**src/rtl/dlx_pkg.sv**
```systemverilog
// Shared DLX encoding constants: mnemonic codes, opcode/funct values and the
// format/immediate-class enums used by the encoder and the ID-stage decoder.
package dlx_pkg;

  // 33 mnemonics need a 6-bit code; codes 33..63 are undefined and rejected.
  localparam int ENC_OP_W = 6;

  typedef enum logic [ENC_OP_W-1:0] {
    OP_ADD, OP_SUB, OP_AND, OP_OR, OP_XOR, OP_SLL, OP_SRL, OP_SRA,
    OP_SEQ, OP_SNE, OP_SLT, OP_SLE,
    OP_ADDI, OP_SUBI, OP_SEQI, OP_SNEI, OP_SLTI, OP_SLEI, OP_BEQZ, OP_BNEZ,
    OP_LW, OP_SW,
    OP_ANDI, OP_ORI, OP_XORI, OP_SLLI, OP_SRLI, OP_SRAI, OP_LHI, OP_JR, OP_JALR,
    OP_J, OP_JAL
  } enc_op_t;

  localparam logic [5:0] OPC_RTYPE = 6'h00, OPC_J    = 6'h02, OPC_JAL  = 6'h03;
  localparam logic [5:0] OPC_BEQZ  = 6'h04, OPC_BNEZ = 6'h05, OPC_ADDI = 6'h08;
  localparam logic [5:0] OPC_SUBI  = 6'h0A, OPC_ANDI = 6'h0C, OPC_ORI  = 6'h0D;
  localparam logic [5:0] OPC_XORI  = 6'h0E, OPC_LHI  = 6'h0F, OPC_JR   = 6'h12;
  localparam logic [5:0] OPC_JALR  = 6'h13, OPC_SLLI = 6'h14, OPC_SRLI = 6'h16;
  localparam logic [5:0] OPC_SRAI  = 6'h17, OPC_SEQI = 6'h18, OPC_SNEI = 6'h19;
  localparam logic [5:0] OPC_SLTI  = 6'h1A, OPC_SLEI = 6'h1C, OPC_LW   = 6'h23;
  localparam logic [5:0] OPC_SW    = 6'h2B;

  localparam logic [5:0] FN_SLL = 6'h04, FN_SRL = 6'h06, FN_SRA = 6'h07;
  localparam logic [5:0] FN_ADD = 6'h20, FN_SUB = 6'h22, FN_AND = 6'h24;
  localparam logic [5:0] FN_OR  = 6'h25, FN_XOR = 6'h26, FN_SEQ = 6'h28;
  localparam logic [5:0] FN_SNE = 6'h29, FN_SLT = 6'h2A, FN_SLE = 6'h2C;

  typedef enum logic [1:0] {FMT_R, FMT_I, FMT_J} fmt_t;
  typedef enum logic [1:0] {IMM_SIGNED, IMM_UNSIGNED, IMM_JUMP} imm_class_t;
  typedef enum logic [1:0] {S_IDLE, S_RUN, S_FULL} enc_state_t;

  // True when bits [31:lsb] are all ones or all zeros, i.e. v sign-extends from bit lsb.
  function automatic logic upper_uniform(input logic [31:0] v, input int lsb);
    logic [31:0] m;
    m = 32'hFFFF_FFFF << lsb;
    return ((v & m) == m) || ((v & m) == 32'd0);
  endfunction

endpackage

```
**src/rtl/dlx_instr_encoder_if.sv**
```systemverilog
// Descriptor channel into the encoder: valid/ready plus mnemonic-level fields.
interface dlx_enc_if;
  import dlx_pkg::*;

  logic                enc_valid;
  logic                enc_ready;
  logic [ENC_OP_W-1:0] enc_op;
  logic [4:0]          enc_rs1;
  logic [4:0]          enc_rs2;
  logic [4:0]          enc_rd;
  logic [31:0]         enc_imm;

  modport master (output enc_valid, enc_op, enc_rs1, enc_rs2, enc_rd, enc_imm,
                  input  enc_ready);
  modport slave  (input  enc_valid, enc_op, enc_rs1, enc_rs2, enc_rd, enc_imm,
                  output enc_ready);
endinterface

```
**src/rtl/dlx_encode_word.sv**
```systemverilog
// Combinational packer: mnemonic descriptor -> 32-bit DLX word plus legality
// (known mnemonic and immediate within the range of its format).
module dlx_encode_word
  import dlx_pkg::*;
(
  input  logic [ENC_OP_W-1:0] op_i,
  input  logic [4:0]          rs1_i,
  input  logic [4:0]          rs2_i,
  input  logic [4:0]          rd_i,
  input  logic [31:0]         imm_i,
  output logic [31:0]         word_o,
  output logic                legal_o
);

  fmt_t       fmt;
  imm_class_t cls;
  logic [5:0] code;
  logic       known;
  logic       use_rs2;
  logic       range_ok;

  always_comb begin
    fmt     = FMT_I;
    cls     = IMM_SIGNED;
    code    = 6'h00;
    known   = 1'b1;
    use_rs2 = 1'b0;
    case (op_i)
      OP_ADD:  begin fmt = FMT_R; code = FN_ADD; end
      OP_SUB:  begin fmt = FMT_R; code = FN_SUB; end
      OP_AND:  begin fmt = FMT_R; code = FN_AND; end
      OP_OR:   begin fmt = FMT_R; code = FN_OR;  end
      OP_XOR:  begin fmt = FMT_R; code = FN_XOR; end
      OP_SLL:  begin fmt = FMT_R; code = FN_SLL; end
      OP_SRL:  begin fmt = FMT_R; code = FN_SRL; end
      OP_SRA:  begin fmt = FMT_R; code = FN_SRA; end
      OP_SEQ:  begin fmt = FMT_R; code = FN_SEQ; end
      OP_SNE:  begin fmt = FMT_R; code = FN_SNE; end
      OP_SLT:  begin fmt = FMT_R; code = FN_SLT; end
      OP_SLE:  begin fmt = FMT_R; code = FN_SLE; end
      OP_ADDI: code = OPC_ADDI;
      OP_SUBI: code = OPC_SUBI;
      OP_SEQI: code = OPC_SEQI;
      OP_SNEI: code = OPC_SNEI;
      OP_SLTI: code = OPC_SLTI;
      OP_SLEI: code = OPC_SLEI;
      OP_BEQZ: code = OPC_BEQZ;
      OP_BNEZ: code = OPC_BNEZ;
      OP_LW:   code = OPC_LW;
      OP_SW:   begin code = OPC_SW; use_rs2 = 1'b1; end
      OP_ANDI: begin cls = IMM_UNSIGNED; code = OPC_ANDI; end
      OP_ORI:  begin cls = IMM_UNSIGNED; code = OPC_ORI;  end
      OP_XORI: begin cls = IMM_UNSIGNED; code = OPC_XORI; end
      OP_SLLI: begin cls = IMM_UNSIGNED; code = OPC_SLLI; end
      OP_SRLI: begin cls = IMM_UNSIGNED; code = OPC_SRLI; end
      OP_SRAI: begin cls = IMM_UNSIGNED; code = OPC_SRAI; end
      OP_LHI:  begin cls = IMM_UNSIGNED; code = OPC_LHI;  end
      OP_JR:   begin cls = IMM_UNSIGNED; code = OPC_JR;   end
      OP_JALR: begin cls = IMM_UNSIGNED; code = OPC_JALR; end
      OP_J:    begin fmt = FMT_J; cls = IMM_JUMP; code = OPC_J;   end
      OP_JAL:  begin fmt = FMT_J; cls = IMM_JUMP; code = OPC_JAL; end
      default: known = 1'b0;
    endcase
  end

  always_comb begin
    word_o   = 32'd0;
    range_ok = 1'b0;
    case (fmt)
      FMT_R:   word_o = {OPC_RTYPE, rs1_i, rs2_i, rd_i, 5'd0, code};
      FMT_J:   word_o = {code, imm_i[25:0]};
      default: word_o = {code, rs1_i, (use_rs2 ? rs2_i : rd_i), imm_i[15:0]};
    endcase
    case (cls)
      IMM_SIGNED:   range_ok = upper_uniform(imm_i, 15);
      IMM_UNSIGNED: range_ok = (imm_i[31:16] == 16'd0);
      default:      range_ok = upper_uniform(imm_i, 25);
    endcase
    legal_o = known && ((fmt == FMT_R) || range_ok);
  end

endmodule

```
**src/rtl/dlx_instr_encoder.sv**
```systemverilog
// Streaming DLX program writer: accepts descriptors, encodes them and writes
// legal words to consecutive instruction-memory addresses one cycle later.
module dlx_instr_encoder
  import dlx_pkg::*;
#(
  parameter int ADDR_W = 10
) (
  input  logic              clk,
  input  logic              reset,
  input  logic              start,
  input  logic [ADDR_W-1:0] start_addr,
  input  logic              finish,
  dlx_enc_if.slave          enc,
  output logic              i_write_enable,
  output logic [ADDR_W-1:0] i_addr,
  output logic [31:0]       i_data_write,
  output logic              busy,
  output logic              full,
  output logic              err,
  output logic [7:0]        err_count,
  output logic [ADDR_W:0]   word_count
);

  enc_state_t        state_q, state_d;
  logic [ADDR_W-1:0] addr_q, addr_d;
  logic [ADDR_W:0]   wc_q, wc_d;
  logic              err_q, err_d;
  logic [7:0]        errcnt_q, errcnt_d;
  logic              wr_vld_q, wr_vld_d;
  logic [ADDR_W-1:0] wr_addr_q, wr_addr_d;
  logic [31:0]       wr_dat_q, wr_dat_d;

  logic [31:0] word;
  logic        legal;
  logic        accept;

  dlx_encode_word u_encode (
    .op_i   (enc.enc_op),
    .rs1_i  (enc.enc_rs1),
    .rs2_i  (enc.enc_rs2),
    .rd_i   (enc.enc_rd),
    .imm_i  (enc.enc_imm),
    .word_o (word),
    .legal_o(legal)
  );

  // A descriptor is never taken in a start/finish cycle, so control and data never collide.
  assign enc.enc_ready = (state_q == S_RUN) && !start && !finish;
  assign accept        = enc.enc_valid && enc.enc_ready;

  always_comb begin
    state_d   = state_q;
    addr_d    = addr_q;
    wc_d      = wc_q;
    err_d     = err_q;
    errcnt_d  = errcnt_q;
    wr_vld_d  = 1'b0;
    wr_addr_d = wr_addr_q;
    wr_dat_d  = wr_dat_q;
    if (accept) begin
      if (legal) begin
        wr_vld_d  = 1'b1;
        wr_addr_d = addr_q;
        wr_dat_d  = word;
        addr_d    = addr_q + 1'b1;
        wc_d      = wc_q + 1'b1;
        if (addr_q == {ADDR_W{1'b1}}) state_d = S_FULL;
      end else begin
        err_d = 1'b1;
        if (errcnt_q != 8'hFF) errcnt_d = errcnt_q + 8'd1;
      end
    end
    if (start) begin
      state_d  = S_RUN;
      addr_d   = start_addr;
      wc_d     = '0;
      err_d    = 1'b0;
      errcnt_d = 8'd0;
    end else if (finish) begin
      state_d = S_IDLE;
    end
  end

  always_ff @(posedge clk) begin
    if (reset) begin
      state_q   <= S_IDLE;
      addr_q    <= '0;
      wc_q      <= '0;
      err_q     <= 1'b0;
      errcnt_q  <= 8'd0;
      wr_vld_q  <= 1'b0;
      wr_addr_q <= '0;
      wr_dat_q  <= 32'd0;
    end else begin
      state_q   <= state_d;
      addr_q    <= addr_d;
      wc_q      <= wc_d;
      err_q     <= err_d;
      errcnt_q  <= errcnt_d;
      wr_vld_q  <= wr_vld_d;
      wr_addr_q <= wr_addr_d;
      wr_dat_q  <= wr_dat_d;
    end
  end

  assign i_write_enable = wr_vld_q;
  assign i_addr         = wr_addr_q;
  assign i_data_write   = wr_dat_q;
  assign busy           = (state_q == S_RUN);
  assign full           = (state_q == S_FULL);
  assign err            = err_q;
  assign err_count      = errcnt_q;
  assign word_count     = wc_q;

endmodule

```
**src/flat_wrapper.sv**
```systemverilog
// flat-port wrapper written by rule: the top's interface ports become plain ports
module dlx_instr_encoder_flat import dlx_pkg::*;
#(
  parameter int ADDR_W = 10
)
  (clk, reset, start, start_addr, finish, i_write_enable, i_addr, i_data_write, busy, full, err, err_count, word_count, enc_enc_valid, enc_enc_op, enc_enc_rs1, enc_enc_rs2, enc_enc_rd, enc_enc_imm, enc_enc_ready);
  dlx_enc_if enc_i ();
  input  logic clk;
  input  logic reset;
  input  logic start;
  input  logic [ADDR_W-1:0] start_addr;
  input  logic finish;
  output logic i_write_enable;
  output logic [ADDR_W-1:0] i_addr;
  output logic [31:0] i_data_write;
  output logic busy;
  output logic full;
  output logic err;
  output logic [7:0] err_count;
  output logic [ADDR_W:0] word_count;
  input wire logic [$bits(enc_i.enc_valid)-1:0] enc_enc_valid;
  input wire logic [$bits(enc_i.enc_op)-1:0] enc_enc_op;
  input wire logic [$bits(enc_i.enc_rs1)-1:0] enc_enc_rs1;
  input wire logic [$bits(enc_i.enc_rs2)-1:0] enc_enc_rs2;
  input wire logic [$bits(enc_i.enc_rd)-1:0] enc_enc_rd;
  input wire logic [$bits(enc_i.enc_imm)-1:0] enc_enc_imm;
  output wire logic [$bits(enc_i.enc_ready)-1:0] enc_enc_ready;
  assign enc_i.enc_valid = enc_enc_valid;
  assign enc_i.enc_op = enc_enc_op;
  assign enc_i.enc_rs1 = enc_enc_rs1;
  assign enc_i.enc_rs2 = enc_enc_rs2;
  assign enc_i.enc_rd = enc_enc_rd;
  assign enc_i.enc_imm = enc_enc_imm;
  assign enc_enc_ready = enc_i.enc_ready;
  dlx_instr_encoder #(.ADDR_W(ADDR_W)) u_core (.clk(clk), .reset(reset), .start(start), .start_addr(start_addr), .finish(finish), .enc(enc_i), .i_write_enable(i_write_enable), .i_addr(i_addr), .i_data_write(i_data_write), .busy(busy), .full(full), .err(err), .err_count(err_count), .word_count(word_count));
endmodule
```
**config.mk**
```make
export PLATFORM = sky130hd
export DESIGN_NAME = dlx_instr_encoder_flat
export DESIGN_NICKNAME = d
export VERILOG_FILES = /design/src/rtl/dlx_pkg.sv /design/src/rtl/dlx_instr_encoder_if.sv /design/src/rtl/dlx_encode_word.sv /design/src/rtl/dlx_instr_encoder.sv /design/src/flat_wrapper.sv
export SDC_FILE = /design/constraint.sdc
export NUM_CORES = 1
export LEC_CHECK = 0
export ABC_AREA = 0
export BUFFER_PORTS_ARGS = -buffer_cell sky130_fd_sc_hd__buf_2
export CAP_MARGIN = 0
export CELL_PAD_IN_SITES_DETAIL_PLACEMENT = 1
export CELL_PAD_IN_SITES_GLOBAL_PLACEMENT = 1
export CORE_ASPECT_RATIO = 0.7
export CORE_UTILIZATION = 37
export CTS_BUF_LIST = sky130_fd_sc_hd__clkbuf_2 sky130_fd_sc_hd__clkbuf_4 sky130_fd_sc_hd__clkbuf_8
export DETAILED_ROUTE_END_ITERATION = 10
export PLACE_DENSITY_LB_ADDON = 0.12
export SLEW_MARGIN = 20
export SYNTH_ARGS = -nofsm -noshare
export SYNTH_HDL_FRONTEND = slang
export SYNTH_SLANG_ARGS = --single-unit
```
**constraint.sdc**
```tcl
create_clock -name clk -period 3.4 [get_ports clk]
set_input_delay 0.68 -clock clk [delete_from_list [all_inputs] [get_ports clk]]
set_output_delay 0.68 -clock clk [all_outputs]
set_load 0.05 [all_outputs]
```
==> flow_metrics.tcl, run 1 <==
set metrics [dict create \
    finalCritPeriodShare 0.8605 \
    clk_latency_ns 0.35 \
    worst_setup_path_start_kind "input pin" \
    arrival_ns 3.16 \
    diodes 0 \
    rr_worst_depth 7 \
    io_buffers 133 \
    synth_top_family_by_area "simple AND/OR/NAND/NOR gates" \
    path_class "in2reg" \
    post-cts-setup-buffers 0 \
    topRoutingLayerUsed "met4" \
    ant_nets 0 \
    slew_headroom 0.4108 \
    ys.flop_type "dfxtp_1" \
    p_int_w 0.001443 \
    power_density_nw_per_um2 394.4 \
    synth_compound_area_frac 0.2304 \
    hold_class "reg2reg" \
    p_leak_nw 2.033 \
    drcViolationCount 0 \
    yosysTopAreaCellShare 0.3889 \
    finalSetupViolCount 0 \
    synth_cells 493 \
    hold_depth 2 \
    grt_overflow_total 0 \
    dp.final_hpwl_um 9556 \
    p_comb_frac 0.100 \
    synth-async-reset-ratio 0 \
    synth-simple-area-share 0.2855 \
    fin_cells 746 \
    cp-end-kind "register" \
    die_w_um 124.1 \
    tritoncts "built" \
    finClkSkew_ns 0.004824 \
    yosys-top-cells-count "nand2_1, dfxtp_1, a21oi_1" \
    cts_resized 0 \
    met1_length_um 6308 \
    wl_met3_um 831 \
    setup_tns_ns 0 \
    synthXorXnorAreaFrac 0.006805 \
    fin_crit_ns 2.926 \
    hold_ws_ns 0.4527 \
    clock-sinks 75 \
    cpPeakStageDelay_ns 0.77 \
    crit_chain "buf_2 -> nand2_1 -> o31ai_1 -> a21oi_1 -> a21o_1 -> buf_4 -> mux2i_1 -> a311o_1" \
    ys_top_cells_by_area "dfxtp_1, nand2_1, a21oi_1" \
    cts-htree-levels 3 \
    grt_pass1_wl_um 20500 \
    wl_per_cell_um 17.32 \
    status "complete, no violations" \
    fmax_mhz 341.8 \
    dieArea_um2 10860 \
    irDropWorstVdd_mv 0.2368 \
    cts_buffers 9 \
    hold_buffers 0 \
    drtPass1Iterations 4 \
    die_y_um 87.47 \
    switchingPower_w 0.0004798 \
    grt_setup_unrepaired "false" \
    synthAdderAreaFrac 0.009721 \
    core_area_um2 9910 \
    fillCellCount 1287 \
    antenna_found_initial 0 \
    place_congestion 0.8115 \
    io_pins 134 \
    ys_ff_latch 75 \
    syn-cell-area_um2 3861 \
    rows 30 \
    vias 4186 \
    via_per_inst 5.611 \
    synth_edf_count 0 \
    synth_fp_nets 564 \
    ys_types 59 \
    drt_iter0_drc 191 \
    switching_share 0.2495 \
    clkTransAtPathRegs_ns 0.08 \
    dp.cells 730 \
    grt_pass1_vias 4114 \
    cts-root-buf "clkbuf_8" \
    grt_usage 0.2439 \
    crit_path_top_delay_cell "o31ai_1" \
    critical_path.max_fanout 18 \
    dr_wl_met2_um 5601 \
    yosys.area.top_type "dfxtp_1" \
    drv_slew 0 \
    cap_viol_max_count 0 \
    max_slew.worst_pin.slew_ns 0.8763 \
    cp_data_required_time_ns 3.64 \
    muxShareOfSynthArea 0.02333 \
    worstHoldStart "u_core.i_data_write[28]" \
    yosysWarningCount 0 \
    clk_path_buf_depth 2 \
    seqPwrFrac 0.468 \
    synth_area_per_cell_um2 7.832 \
    drive_above_1_share 0.2832 \
    ys_seq_area_frac 0.3889 \
    synth_most_common_cell "nand2_1" \
    initial_utilization 0.3896 \
    power_w 0.001923 \
    grt_max_degree 38 \
    final-hold-violation-count 0 \
    areaGrowthSynthToFinish_pct 26.28 \
    reg2reg_to "u_core.err_count[6]" \
    drt_wl_total_um 12920 \
    reg2reg_from "u_core.state_q[1]" \
    reg2reg_slack_ns 0.94 \
    min_to "u_core.i_data_write[28]" \
    final_nets 684 \
    p_clk_frac 0.432 \
]
## worst max-delay path, delay by kind of cell
kind            cells  cell delay [ns]
compound gates      4             1.68
buf+inv             2             0.50
mux                 1             0.13
simple gates        1             0.17
## how the worst max path moves through the flow
stage                   from             endpoint  slack, ns  depth (start not counted)
2_1_floorplan          start  u_core.err_count[5]       0.21                          9
3_3_place_gp   enc_enc_op[2]     u_core.addr_q[8]       0.30                          8
3_5_place_dp   enc_enc_op[2]     u_core.addr_q[4]       0.18                          8
6_report       enc_enc_op[2]     u_core.addr_q[4]       0.47                          8
4_1_cts        enc_enc_op[2]     u_core.addr_q[4]       0.57                          8
5_1_grt        enc_enc_op[2]     u_core.addr_q[6]       0.33                          8
## cell type report
| type | count | area, um2 | share of cell area |
|---|---|---|---|
| Multi-Input combinational cell | 372 | 2151 | 0.4411 |
| Clock buffer | 13 | 172.7 | 0.03541 |
| Clock inverter | 3 | 68.82 | 0.01411 |
| Tap cell | 128 | 160.2 | 0.03285 |
| Sequential cell | 75 | 1501 | 0.3079 |
| Inverter | 9 | 33.78 | 0.006928 |
| Timing Repair Buffer | 146 | 788.3 | 0.1617 |
## per-stage QoR
| stage | setup slack, ns | instance area, um2 | utilization |
|---|---|---|---|
| 2_1_floorplan | 0.2129 | 3861 | - |
| 4_1_cts | 0.5667 | 4876 | 0.4920 |
| 3_3_place_gp | 0.2963 | 4634 | 0.4677 |
| 5_1_grt | 0.3256 | 4876 | 0.4920 |
| 3_5_place_dp | 0.1803 | 4634 | 0.4677 |
| 6_report | 0.4744 | 4876 | 0.4920 |
## cell families (layout without fill, tap and decap cells)
| kind of cell | after synthesis | count (layout) |
|---|---|---|
| muxes | 9 | 9 |
| DFF | 75 | 75 |
| buffers and inverters | 46 | 171 |
| xor gates and xnor gates | 3 | 3 |
| AOI/OAI and AO/OA | 135 | 135 |
| adders and majority gates | 3 | 3 |
| and+or+nand+nor | 222 | 222 |
## layout by cell type (no fill, tap or decap), types with 13 or more instances in the layout
cell type / synthesis / layout
o21ai_0: 17 / 17
a211oi_1: 13 / 13
a21oi_1: 49 / 49
nor3_1: 16 / 15
buf_2: 12 / 133
nor2_1: 40 / 40
dfxtp_1: 75 / 75
nand2_1: 79 / 79
or3_1: 17 / 17
nand3_1: 26 / 26
## per-layer routing
metal / GRT usage / vias up
li1: - / 2032
met1: 0.3250 / 2012
met2: 0.3802 / 127
met3: 0.06872 / 15
met4: 0.07468 / 0
met5: 0 / -
## sequential cells by signal, indices dropped and copies added, names as in the netlist
signal / flops
u_core.i_data_write: 32
u_core.word_count: 11
u_core.addr_q: 10
u_core.i_addr: 10
u_core.err_count: 8
u_core.state_q: 2
u_core.err: 1
u_core.i_write_enable: 1
## power by group through the flow
stage	Sequential [W]	Clock (W)	Combinational [W]
2_1_floorplan	0.000922	0	0.000105
3_3_place_gp	0.000919	0	0.000186
3_5_place_dp	0.000920	0	0.000191
4_1_cts	0.000899	0.000855	0.000193
5_1_grt	0.000901	0.000903	0.000211
6_report	0.000899	0.000831	0.000193
Power figures use the tool's default switching activity.
==> run 2, diff against run 1 <==
--- a/config.mk
+++ b/config.mk
@@ -11,7 +11,7 @@
 export CELL_PAD_IN_SITES_DETAIL_PLACEMENT = 1
 export CELL_PAD_IN_SITES_GLOBAL_PLACEMENT = 1
 export CORE_ASPECT_RATIO = 0.7
-export CORE_UTILIZATION = 37
+export CORE_UTILIZATION = 30
 export CTS_BUF_LIST = sky130_fd_sc_hd__clkbuf_2 sky130_fd_sc_hd__clkbuf_4 sky130_fd_sc_hd__clkbuf_8
 export DETAILED_ROUTE_END_ITERATION = 10
 export PLACE_DENSITY_LB_ADDON = 0.12
==> constraint.sdc (replaced) <==
create_clock -name clk -period 3.4 [get_ports clk]
set_input_delay 0.51 -clock clk [delete_from_list [all_inputs] [get_ports clk]]
set_output_delay 0.51 -clock clk [all_outputs]
set_load 0.05 [all_outputs]
==> run 2 against run 1 <==
- clock skew is 0.0026 ns higher
- count of clock-buffer cells in the layout is 3 lower
- worst hold slack worse by 0.041 ns
- register-to-register slack better by 0.10 ns
- global-route usage is 4.2 points lower
- via count is 0.88% lower
- first-iteration DRC count is 46% lower
- cell count is 4.2% higher
- die area is 23% higher
- sequential cell count stayed put
- core utilization is 10 points lower
- fmax is 9.6% higher
- largest cell class unchanged
- highest routed layer unchanged
==> flow_metrics.tcl, run 2 (synthesis gave the netlist of run 1 again) <==
set metrics [dict create \
    crit_chain "buf_2 -> or4_1 -> nor3_1 -> nand4b_2 -> a21oi_2 -> o211ai_1 -> buf_4 -> or3_1 -> a311oi_1" \
    diodes 0 \
    status "complete, no violations" \
    grt_max_degree 37 \
    rr_worst_depth 7 \
    hold_depth 3 \
    cpPeakStageDelay_ns 0.52 \
    worst_setup_path_start_kind "input pin" \
    dpl_cell_area_um2 4649 \
    reg2reg_slack_ns 1.04 \
    finClkSkew_ns 0.007414 \
    cp_data_required_time_ns 3.66 \
    die_y_um 96.92 \
    final_cell_mix "buf_2, nand2_1, dfxtp_1, a21oi_1, nor2_1" \
    post-cts-setup-buffers 0 \
    clkTransAtPathRegs_ns 0.08 \
    setup_tns_ns 0 \
    grt_overflow_total 0 \
    cts-root-buf "clkbuf_8" \
    antenna_found_initial 0 \
    arrival_ns 2.93 \
    rows 34 \
    grt_pass1_wl_um 20990 \
    drcViolationCount 0 \
    wl_per_cell_um 17.08 \
    ant_nets 0 \
    cts_buffers 9 \
    cap_viol_max_count 0 \
    fin_cells 777 \
    startpoint "enc_enc_imm[19]" \
    fin_crit_ns 2.670 \
    finish.utilization 0.3884 \
    cts-htree-levels 3 \
    stdcell_area_um2 4841 \
    tritoncts "built" \
    path_class "in2reg" \
    grt_setup_unrepaired "false" \
    irDropWorstVdd_mv 0.1468 \
    crit_end "u_core.addr_q[6]" \
    vias 4149 \
    grt_usage 0.2014 \
    seqPwrFrac 0.503 \
    via_per_inst 5.340 \
    pre_cts_ws_ns 0.4241 \
    drive_above_1_share 0.2797 \
    drv_slew 0 \
    p_leak_nw 2.005 \
    power_density_nw_per_um2 369.1 \
    switchingPower_w 0.0004758 \
    drtPass1Iterations 5 \
    drt_iter0_drc 104 \
    core_area_um2 12460 \
    fmax_mhz 374.6 \
    dp.cells 762 \
    cts_resized 0 \
    dp.final_hpwl_um 9805 \
    dieArea_um2 13340 \
    clock-sinks 75 \
    die_w_um 137.6 \
    finalSetupViolCount 0 \
    p_comb_frac 0.107 \
    crit_path_top_delay_cell "or4_1" \
    clk_latency_ns 0.35 \
    initial_utilization 0.3098 \
    p_int_w 0.001311 \
    layout.cells.most_common "buf_2" \
    largest_register_ff_count 32 \
    final_nets 682 \
    io_pins 134 \
    slew_headroom 0.5451 \
    final-hold-violation-count 0 \
    place_congestion 0.8420 \
    drt_wl_total_um 13270 \
    hold_class "in2reg" \
    p_clk_frac 0.390 \
    io_buffers 133 \
    reg2reg_to "u_core.err_count[6]" \
    grt_pass1_vias 4147 \
    fin_ws_ns 0.7302 \
    switching_share 0.2663 \
    reg2reg_from "u_core.state_q[1]" \
    hold_buffers 0 \
    clk_path_buf_depth 2 \
    critical_path.max_fanout 22 \
    cp-end-kind "register" \
    max_slew.worst_pin.slew_ns 0.6765 \
    areaGrowthSynthToFinish_pct 25.37 \
    finalCritPeriodShare 0.7852 \
]
run 2: changes by cell type in the layout (fill, tap and decap cells not counted), sizes merged:
cell    delta
bufinv     -1
clkinv     +3
clkbuf     -3
buf        -2
run 2: worst min path at each step:
stage | startpoint | end | slack (ns)
global route | enc_enc_imm[9] | u_core.i_data_write[9] | 0.40
CTS | enc_enc_imm[6] | u_core.i_data_write[6] | 0.39
global placement | u_core.i_data_write[1] | u_core.i_data_write[1] | 0.44
finish | enc_enc_imm[4] | u_core.i_data_write[4] | 0.41
detailed placement | u_core.i_addr[2] | u_core.i_addr[2] | 0.44
floorplan | u_core.addr_q[9] | u_core.i_addr[9] | 0.45
run 2: routing by layer:
| metal | up-vias | GRT usage | wire [um] |
|---|---|---|---|
| met5 | - | 0 | 0 |
| met4 | 0 | 0.05495 | 80 |
| met3 | 9 | 0.05031 | 835 |
| met2 | 113 | 0.3204 | 6040 |
| met1 | 2003 | 0.2676 | 6311 |
| li1 | 2024 | - | - |
run 2: final cells by class:
cell class | instances | area [um2]
tap | 162 | 202.7
clock inverter | 5 | 53.80
multi-input combinational | 372 | 2151
fill | 1536 | 7624
inverter | 9 | 33.78
timing repair buffer | 144 | 760.7
clock buffer | 10 | 137.6
sequential | 75 | 1501
run 2: critical path: cells and delay by family:
family	cells	cell delay [ns]
and+or+nand+nor	4	1.38
AOI/OAI and AO/OA	3	0.67
buffers and inverters	2	0.36
run 2: power by group through the flow:
stage / clock network, W / logic, W / registers [W]
finish: 0.000696 / 0.000191 / 0.000899
floorplan: 0 / 0.000105 / 0.000922
global route: 0.000760 / 0.000211 / 0.000901
CTS: 0.000725 / 0.000192 / 0.000899
global placement: 0 / 0.000187 / 0.000919
detailed placement: 0 / 0.000190 / 0.000920
run 2: through the flow:
step	hold WS (ns)	total power, W
2_1_floorplan	0.4542	0.001027
3_3_place_gp	0.4378	0.001106
3_5_place_dp	0.4418	0.001110
4_1_cts	0.3899	0.001816
5_1_grt	0.3996	0.001872
6_report	0.4117	0.001787
